`config.mk`:
```
export PLATFORM = sky130hd
export DESIGN_NAME = multicycle_ctrl_flat
export DESIGN_NICKNAME = d
export VERILOG_FILES = /design/src/rtl/multicycle_ctrl_if.sv /design/src/rtl/multicycle_ctrl.sv /design/src/flat_wrapper.sv
export SDC_FILE = /design/constraint.sdc
export NUM_CORES = 1
export LEC_CHECK = 0
export CORE_MARGIN = 3
export CORE_UTILIZATION = 38
export CTS_CLUSTER_DIAMETER = 50
export DETAILED_ROUTE_END_ITERATION = 7
export GPL_TIMING_DRIVEN = 0
export PLACE_DENSITY_LB_ADDON = 0.15
export SLEW_MARGIN = 20
export SYNTH_ARGS = -nofsm -noshare
export SYNTH_HDL_FRONTEND = slang
export SYNTH_SLANG_ARGS = --single-unit
```
`constraint.sdc`:
```
create_clock -name clk -period 1.95 [get_ports clk]
set_input_delay 0.195 -clock clk [delete_from_list [all_inputs] [get_ports clk]]
set_output_delay 0.195 -clock clk [all_outputs]
set_load 0.02 [all_outputs]
```
`src/rtl/multicycle_ctrl_if.sv`:
```
// Shared instruction/data memory handshake between the control FSM (master)
// and the memory port (slave).
interface multicycle_ctrl_if;
  logic mem_req;
  logic mem_we;
  logic mem_addr_sel;
  logic mem_ready;

  modport master (output mem_req, output mem_we, output mem_addr_sel, input mem_ready);
  modport slave  (input mem_req, input mem_we, input mem_addr_sel, output mem_ready);
endinterface

```
`src/rtl/multicycle_ctrl.sv`:
```
// Multi-cycle FETCH/DECODE/EXEC/MEM/WB control FSM for the RV32I core.
// Optional feature macro CTRL_PERF_CNT_EN builds the retire/cycle counters; otherwise both read 0.
module multicycle_ctrl #(
  parameter int unsigned MEM_TIMEOUT = 255
) (
  input  logic              clk,
  input  logic              rst_n,
  multicycle_ctrl_if.master mem,
  input  logic [6:0]        opcode,
  input  logic              branch_taken,
  output logic              ir_we,
  output logic              pc_we,
  output logic [1:0]        pc_sel,
  output logic [2:0]        imm_sel,
  output logic [1:0]        alu_src_a,
  output logic              alu_src_b,
  output logic [1:0]        alu_op,
  output logic              rf_we,
  output logic [1:0]        wb_sel,
  output logic [2:0]        state,
  output logic              trap,
  output logic [1:0]        trap_cause,
  output logic [31:0]       retire_cnt,
  output logic [31:0]       cycle_cnt
);

  typedef enum logic [2:0] {
    ST_FETCH  = 3'd0,
    ST_DECODE = 3'd1,
    ST_EXEC   = 3'd2,
    ST_MEM    = 3'd3,
    ST_WB     = 3'd4,
    ST_TRAP   = 3'd5
  } state_t;

  typedef enum logic [3:0] {
    OP_LOAD, OP_STORE, OP_BRANCH, OP_JAL, OP_JALR,
    OP_IALU, OP_RALU, OP_LUI, OP_AUIPC, OP_ILLEGAL
  } op_class_t;

  localparam logic [1:0] CAUSE_ILLEGAL = 2'd1;
  localparam logic [1:0] CAUSE_TIMEOUT = 2'd2;
  localparam logic [8:0] TIMEOUT_LIMIT = 9'(MEM_TIMEOUT);

  state_t     cur;
  op_class_t  op_class;
  logic [2:0] imm_dec;
  logic [7:0] wait_cnt;
  logic       timeout_hit;

  always_comb begin
    op_class = OP_ILLEGAL;
    imm_dec  = 3'd7;
    case (opcode)
      7'b0000011: begin op_class = OP_LOAD;   imm_dec = 3'd0; end
      7'b0100011: begin op_class = OP_STORE;  imm_dec = 3'd1; end
      7'b1100011: begin op_class = OP_BRANCH; imm_dec = 3'd2; end
      7'b1101111: begin op_class = OP_JAL;    imm_dec = 3'd4; end
      7'b1100111: begin op_class = OP_JALR;   imm_dec = 3'd0; end
      7'b0010011: begin op_class = OP_IALU;   imm_dec = 3'd0; end
      7'b0110011: begin op_class = OP_RALU;   imm_dec = 3'd7; end
      7'b0110111: begin op_class = OP_LUI;    imm_dec = 3'd3; end
      7'b0010111: begin op_class = OP_AUIPC;  imm_dec = 3'd3; end
      default:    begin op_class = OP_ILLEGAL; imm_dec = 3'd7; end
    endcase
  end

  // Trap fires on the MEM_TIMEOUT-th consecutive wait cycle; a coincident mem_ready wins.
  assign timeout_hit = (TIMEOUT_LIMIT != 9'd0) && !mem.mem_ready &&
                       ((9'(wait_cnt) + 9'd1) == TIMEOUT_LIMIT);

  always_ff @(posedge clk or negedge rst_n) begin
    if (!rst_n) begin
      cur        <= ST_FETCH;
      wait_cnt   <= '0;
      trap       <= 1'b0;
      trap_cause <= '0;
    end else begin
      wait_cnt <= '0;
      case (cur)
        ST_FETCH, ST_MEM: begin
          if (mem.mem_ready) begin
            if (cur == ST_FETCH)          cur <= ST_DECODE;
            else if (op_class == OP_LOAD) cur <= ST_WB;
            else                          cur <= ST_FETCH;
          end else if (timeout_hit) begin
            cur        <= ST_TRAP;
            trap       <= 1'b1;
            trap_cause <= CAUSE_TIMEOUT;
          end else begin
            wait_cnt <= wait_cnt + 8'd1;
          end
        end
        ST_DECODE: begin
          if (op_class == OP_ILLEGAL) begin
            cur        <= ST_TRAP;
            trap       <= 1'b1;
            trap_cause <= CAUSE_ILLEGAL;
          end else begin
            cur <= ST_EXEC;
          end
        end
        ST_EXEC: begin
          case (op_class)
            OP_BRANCH, OP_JAL, OP_JALR: cur <= ST_FETCH;
            OP_LOAD, OP_STORE:          cur <= ST_MEM;
            default:                    cur <= ST_WB;
          endcase
        end
        ST_WB:   cur <= ST_FETCH;
        ST_TRAP: cur <= ST_TRAP;
        default: begin
          cur        <= ST_TRAP;
          trap       <= 1'b1;
          trap_cause <= CAUSE_ILLEGAL;
        end
      endcase
    end
  end

  assign state = cur;

  // Everything is gated by rst_n so an in-flight request drops the moment reset asserts.
  always_comb begin
    mem.mem_req      = 1'b0;
    mem.mem_we       = 1'b0;
    mem.mem_addr_sel = 1'b0;
    ir_we            = 1'b0;
    pc_we            = 1'b0;
    pc_sel           = 2'd0;
    imm_sel          = 3'd7;
    alu_src_a        = 2'd0;
    alu_src_b        = 1'b0;
    alu_op           = 2'd0;
    rf_we            = 1'b0;
    wb_sel           = 2'd0;
    if (rst_n) begin
      if (cur inside {ST_DECODE, ST_EXEC, ST_MEM, ST_WB}) imm_sel = imm_dec;
      if (cur inside {ST_EXEC, ST_MEM, ST_WB}) begin
        case (op_class)
          OP_BRANCH:                  alu_op = 2'd1;
          OP_LOAD, OP_STORE, OP_JALR: alu_src_b = 1'b1;
          OP_IALU:  begin alu_op = 2'd2; alu_src_b = 1'b1; end
          OP_RALU:        alu_op = 2'd2;
          OP_LUI:   begin alu_src_a = 2'd2; alu_src_b = 1'b1; end
          OP_AUIPC: begin alu_src_a = 2'd1; alu_src_b = 1'b1; end
          default: ;
        endcase
      end
      case (cur)
        ST_FETCH: begin
          mem.mem_req = 1'b1;
          ir_we       = mem.mem_ready;
        end
        ST_EXEC: begin
          case (op_class)
            OP_BRANCH: begin
              pc_we  = 1'b1;
              pc_sel = branch_taken ? 2'd1 : 2'd0;
            end
            OP_JAL, OP_JALR: begin
              rf_we  = 1'b1;
              wb_sel = 2'd2;
              pc_we  = 1'b1;
              pc_sel = (op_class == OP_JAL) ? 2'd1 : 2'd2;
            end
            default: ;
          endcase
        end
        ST_MEM: begin
          mem.mem_req      = 1'b1;
          mem.mem_addr_sel = 1'b1;
          mem.mem_we       = (op_class == OP_STORE);
          pc_we            = (op_class == OP_STORE) && mem.mem_ready;
        end
        ST_WB: begin
          rf_we  = 1'b1;
          wb_sel = (op_class == OP_LOAD) ? 2'd1 : 2'd0;
          pc_we  = 1'b1;
        end
        default: ;
      endcase
    end
  end

`ifdef CTRL_PERF_CNT_EN
  logic [31:0] retire_q;
  logic [31:0] cycle_q;

  always_ff @(posedge clk or negedge rst_n) begin
    if (!rst_n) begin
      retire_q <= '0;
      cycle_q  <= '0;
    end else if (cur != ST_TRAP) begin
      cycle_q <= cycle_q + 32'd1;
      if (pc_we) retire_q <= retire_q + 32'd1;
    end
  end

  assign retire_cnt = retire_q;
  assign cycle_cnt  = cycle_q;
`else
  assign retire_cnt = '0;
  assign cycle_cnt  = '0;
`endif

endmodule

```
`src/flat_wrapper.sv`:
```
// flat-port wrapper written by rule: the top's interface ports become plain ports
module multicycle_ctrl_flat 
#(
  parameter int unsigned MEM_TIMEOUT = 255
)
  (clk, rst_n, opcode, branch_taken, ir_we, pc_we, pc_sel, imm_sel, alu_src_a, alu_src_b, alu_op, rf_we, wb_sel, state, trap, trap_cause, retire_cnt, cycle_cnt, mem_mem_req, mem_mem_we, mem_mem_addr_sel, mem_mem_ready);
  multicycle_ctrl_if mem_i ();
  input  logic clk;
  input  logic rst_n;
  input  logic [6:0] opcode;
  input  logic branch_taken;
  output logic ir_we;
  output logic pc_we;
  output logic [1:0] pc_sel;
  output logic [2:0] imm_sel;
  output logic [1:0] alu_src_a;
  output logic alu_src_b;
  output logic [1:0] alu_op;
  output logic rf_we;
  output logic [1:0] wb_sel;
  output logic [2:0] state;
  output logic trap;
  output logic [1:0] trap_cause;
  output logic [31:0] retire_cnt;
  output logic [31:0] cycle_cnt;
  output wire logic [$bits(mem_i.mem_req)-1:0] mem_mem_req;
  output wire logic [$bits(mem_i.mem_we)-1:0] mem_mem_we;
  output wire logic [$bits(mem_i.mem_addr_sel)-1:0] mem_mem_addr_sel;
  input wire logic [$bits(mem_i.mem_ready)-1:0] mem_mem_ready;
  assign mem_mem_req = mem_i.mem_req;
  assign mem_mem_we = mem_i.mem_we;
  assign mem_mem_addr_sel = mem_i.mem_addr_sel;
  assign mem_i.mem_ready = mem_mem_ready;
  multicycle_ctrl #(.MEM_TIMEOUT(MEM_TIMEOUT)) u_core (.clk(clk), .rst_n(rst_n), .mem(mem_i), .opcode(opcode), .branch_taken(branch_taken), .ir_we(ir_we), .pc_we(pc_we), .pc_sel(pc_sel), .imm_sel(imm_sel), .alu_src_a(alu_src_a), .alu_src_b(alu_src_b), .alu_op(alu_op), .rf_we(rf_we), .wb_sel(wb_sel), .state(state), .trap(trap), .trap_cause(trap_cause), .retire_cnt(retire_cnt), .cycle_cnt(cycle_cnt));
endmodule
```
==> flow_summary.ini <==
[yosys]
synth_top_area_share_pct = 28.7
synth-async-reset-ratio_pct = 100
synth_top_cells_by_count = 64 x buf_4, 25 x nor2_1, 17 x nand2_1
yosysTopAreaCell = buf_4
synth_area_per_cell_sq_um = 7.54
synthTopCellsByArea = buf_4 29%, dfrtp_1 21%, nor2_1 5.6%
yosysSeqAreaShare_pct = 20.9
synth_edf_count = 0
synth_cell_type_count = 48
ys_ff_latch = 14
synth_cells = 222
yosys_most_used_dff = dfrtp_1
synth.most_common_cell = buf_4
ys_warn_count = 0
syn_area_sq_um = 1670

[layout]
diodes = 0
fillers = 374
area_growth_pct = 52.0
nNetsFinal = 348
drive_gt1_share_pct = 38.6

[drt]
routed_wl_microns = 4150
ant_nets = 0
first_pass_iters = 4
post_drt_wl_per_cell_microns = 10.8
vias = 1641
drtIter0Drc = 92
via_per_inst = 4.27
drc = 0

[timing]
skew_ps = 3.30
finalSetupViolCount = 4
rsz0062_at_grt = true
fmaxAchievable_ghz = 0.479
slew_headroom_pct = 65.7
layout_setup_ws_ps = -136
drv_slew = 0
tightest_slew_ps = 515
holdWs_ps = 0.999
period_needed_ps = 2090
hold_viol_final = 0
post-route-period-util_pct = 107

[critical_path]
end_kind = output port
slowest_stage = dfrtp_1
path_max_fanout = 8
cp_cell_sequence = buf_6 > and2b_2 > o21ai_4 > or3_4 > nor4b_2 > buf_2
path_class = register to output port
cp-start-kind = register
cp_data_required_time_ps = 1750
critPathMaxStageDelay_ps = 380
critPathArrivalTime_ps = 1890

[power]
internal_power_uw = 721
seq_power_share_pct = 28.4
p_per_area_nw_per_um2 = 455
pwr-share-comb_pct = 46.2
max-vdd-ir-drop_mv = 0.357
swShare_pct = 37.6
switchingPower_uw = 435
p_clk_share_pct = 25.4
total_power_mw = 1.16
power.leakage_nw = 1.27

[clock_network]
clkTransAtPathRegs_ps = 60
cts_buffers = 3
worstSkewPairLatency_ps = 250
cts_tree = done
cts-root-buf = clkbuf_8
cts-htree-levels = 1
cts_max_path_buffers = 2
clkSinkCount = 14

[global_route]
grt_pass1_wl_microns = 6200
grt_usage_pct = 14.3
grt_max_degree = 22
grt_pass1_vias = 1307
overflow = 0
antenna_found_initial = 0

[die]
start_util_pct = 40.7
io_pins = 99
die_w_microns = 72.4
core_sq_um = 4120
die_area_sq_um = 5230
fp-row-count = 23
dieHeight_microns = 72.4

[placement]
hpwl_microns = 3060
io_buffers = 32
routabilityCongestion = 0.831

[flow_run]
drv_cap = 0

[run_status]
violations = setup timing
run_status = complete, but fails checks

[hold_path]
holdCritPathClass = primary input to asynchronous set/reset pin
-- path summary, 6_finish.rpt --
kind | end | start | cells after the start | slack [ps]
worst max-delay path | alu_src_a[0] | u_core.state[2]$_DFFE_PN0P_ | 6 | -140
worst min-delay path | u_core.wait_cnt[7]$_DFF_PN0_ | rst_n | 1 | 1
worst max register to register | u_core.wait_cnt[4]$_DFF_PN0_ | u_core.wait_cnt[0]$_DFF_PN0_ | 6 | 100
worst min register to register | u_core.trap$_DFFE_PN0P_ | u_core.trap$_DFFE_PN0P_ | 1 | 480
max in group asynchronous | u_core.state[0]$_DFFE_PN0P_ | rst_n | 1 | 1580
min in group clk | u_core.trap$_DFFE_PN0P_ | u_core.trap$_DFFE_PN0P_ | 1 | 480
-- cell type report --
type	instances	area [sq um]	area share, %
clock buffers	4	55.1	2.17
plain buffers	70	519	20.4
repair buffers	46	387	15.2
well taps	50	62.6	2.46
inverters	6	22.5	0.886
flip-flops and latches	14	353	13.9
multi-input cells	194	1140	45.0
-- state kept, by name (all words and copies together) (netlist names) --
name / count
u_core.state: 3
u_core.trap: 1
u_core.trap_cause: 2
u_core.wait_cnt: 8
-- cell usage in the layout (no fill, tap or decap), types with 5 or more instances in the layout --
cell type        instances
a21oi_1                  6
and3_1                   5
buf_2                    6
buf_4                   82
clkdlybuf4s50_1         11
conb_1                  64
dfrtp_1                 12
inv_1                    6
nand2_1                 16
nand2b_1                 5
nand3_1                  5
nor2_1                  21
o21ai_0                  7
-- per-layer routing --
layer / GRT usage, % / vias up / wire, microns
met2: 23.4 / 58 / 2080
met1: 18.6 / 727 / 1650
met5: 0 / - / 0
met4: 2.71 / 0 / 25
li1: - / 852 / -
met3: 4.71 / 4 / 400
-- power by group through the flow --
| stage | registers (mW) | clock network, mW | logic (mW) |
|---|---|---|---|
| CTS | 0.327 | 0.294 | 0.500 |
| finish | 0.328 | 0.293 | 0.535 |
| global placement | 0.329 | 0 | 0.464 |
| floorplan | 0.349 | 0 | 0.339 |
| detailed placement | 0.330 | 0 | 0.466 |
| global route | 0.332 | 0.307 | 0.577 |
-- critical path: cells and delay by family (launching register included) --
kind            cells  cell delay, ps
compound gates      1              80
flops               1             380
simple gates        3             840
buf+inv             2             330
-- repair_timing --
item,4_1_cts,5_1_grt
gates resized for setup,90,23
pin swaps,5,7
endpoints found under the setup margin,20,17
buffers inserted,7,8
hold buffers,0,0
-- logic make-up after synthesis --
logic type	synth area share (%)
simple gates	25.4
buf+inv	31.7
compound gates	17.1
flops	20.9
xor+xnor	3.14
fa+ha+maj	1.50
other cells	0.224
-- per-stage QoR --
stage	std cells	util, %	setup TNS, ps	setup WS [ps]	area (sq um)
after floorplan	285	-	-119	-119	1920
after global placement	367	56.0	-13050	-1100	2300
after detailed placement	367	56.0	-13710	-1150	2300
after CTS	377	59.1	-354	-199	2430
after global routing	384	61.8	-711	-196	2540
final	384	61.8	-329	-136	2540
No activity file was read; power rests on OpenSTA's default activity.
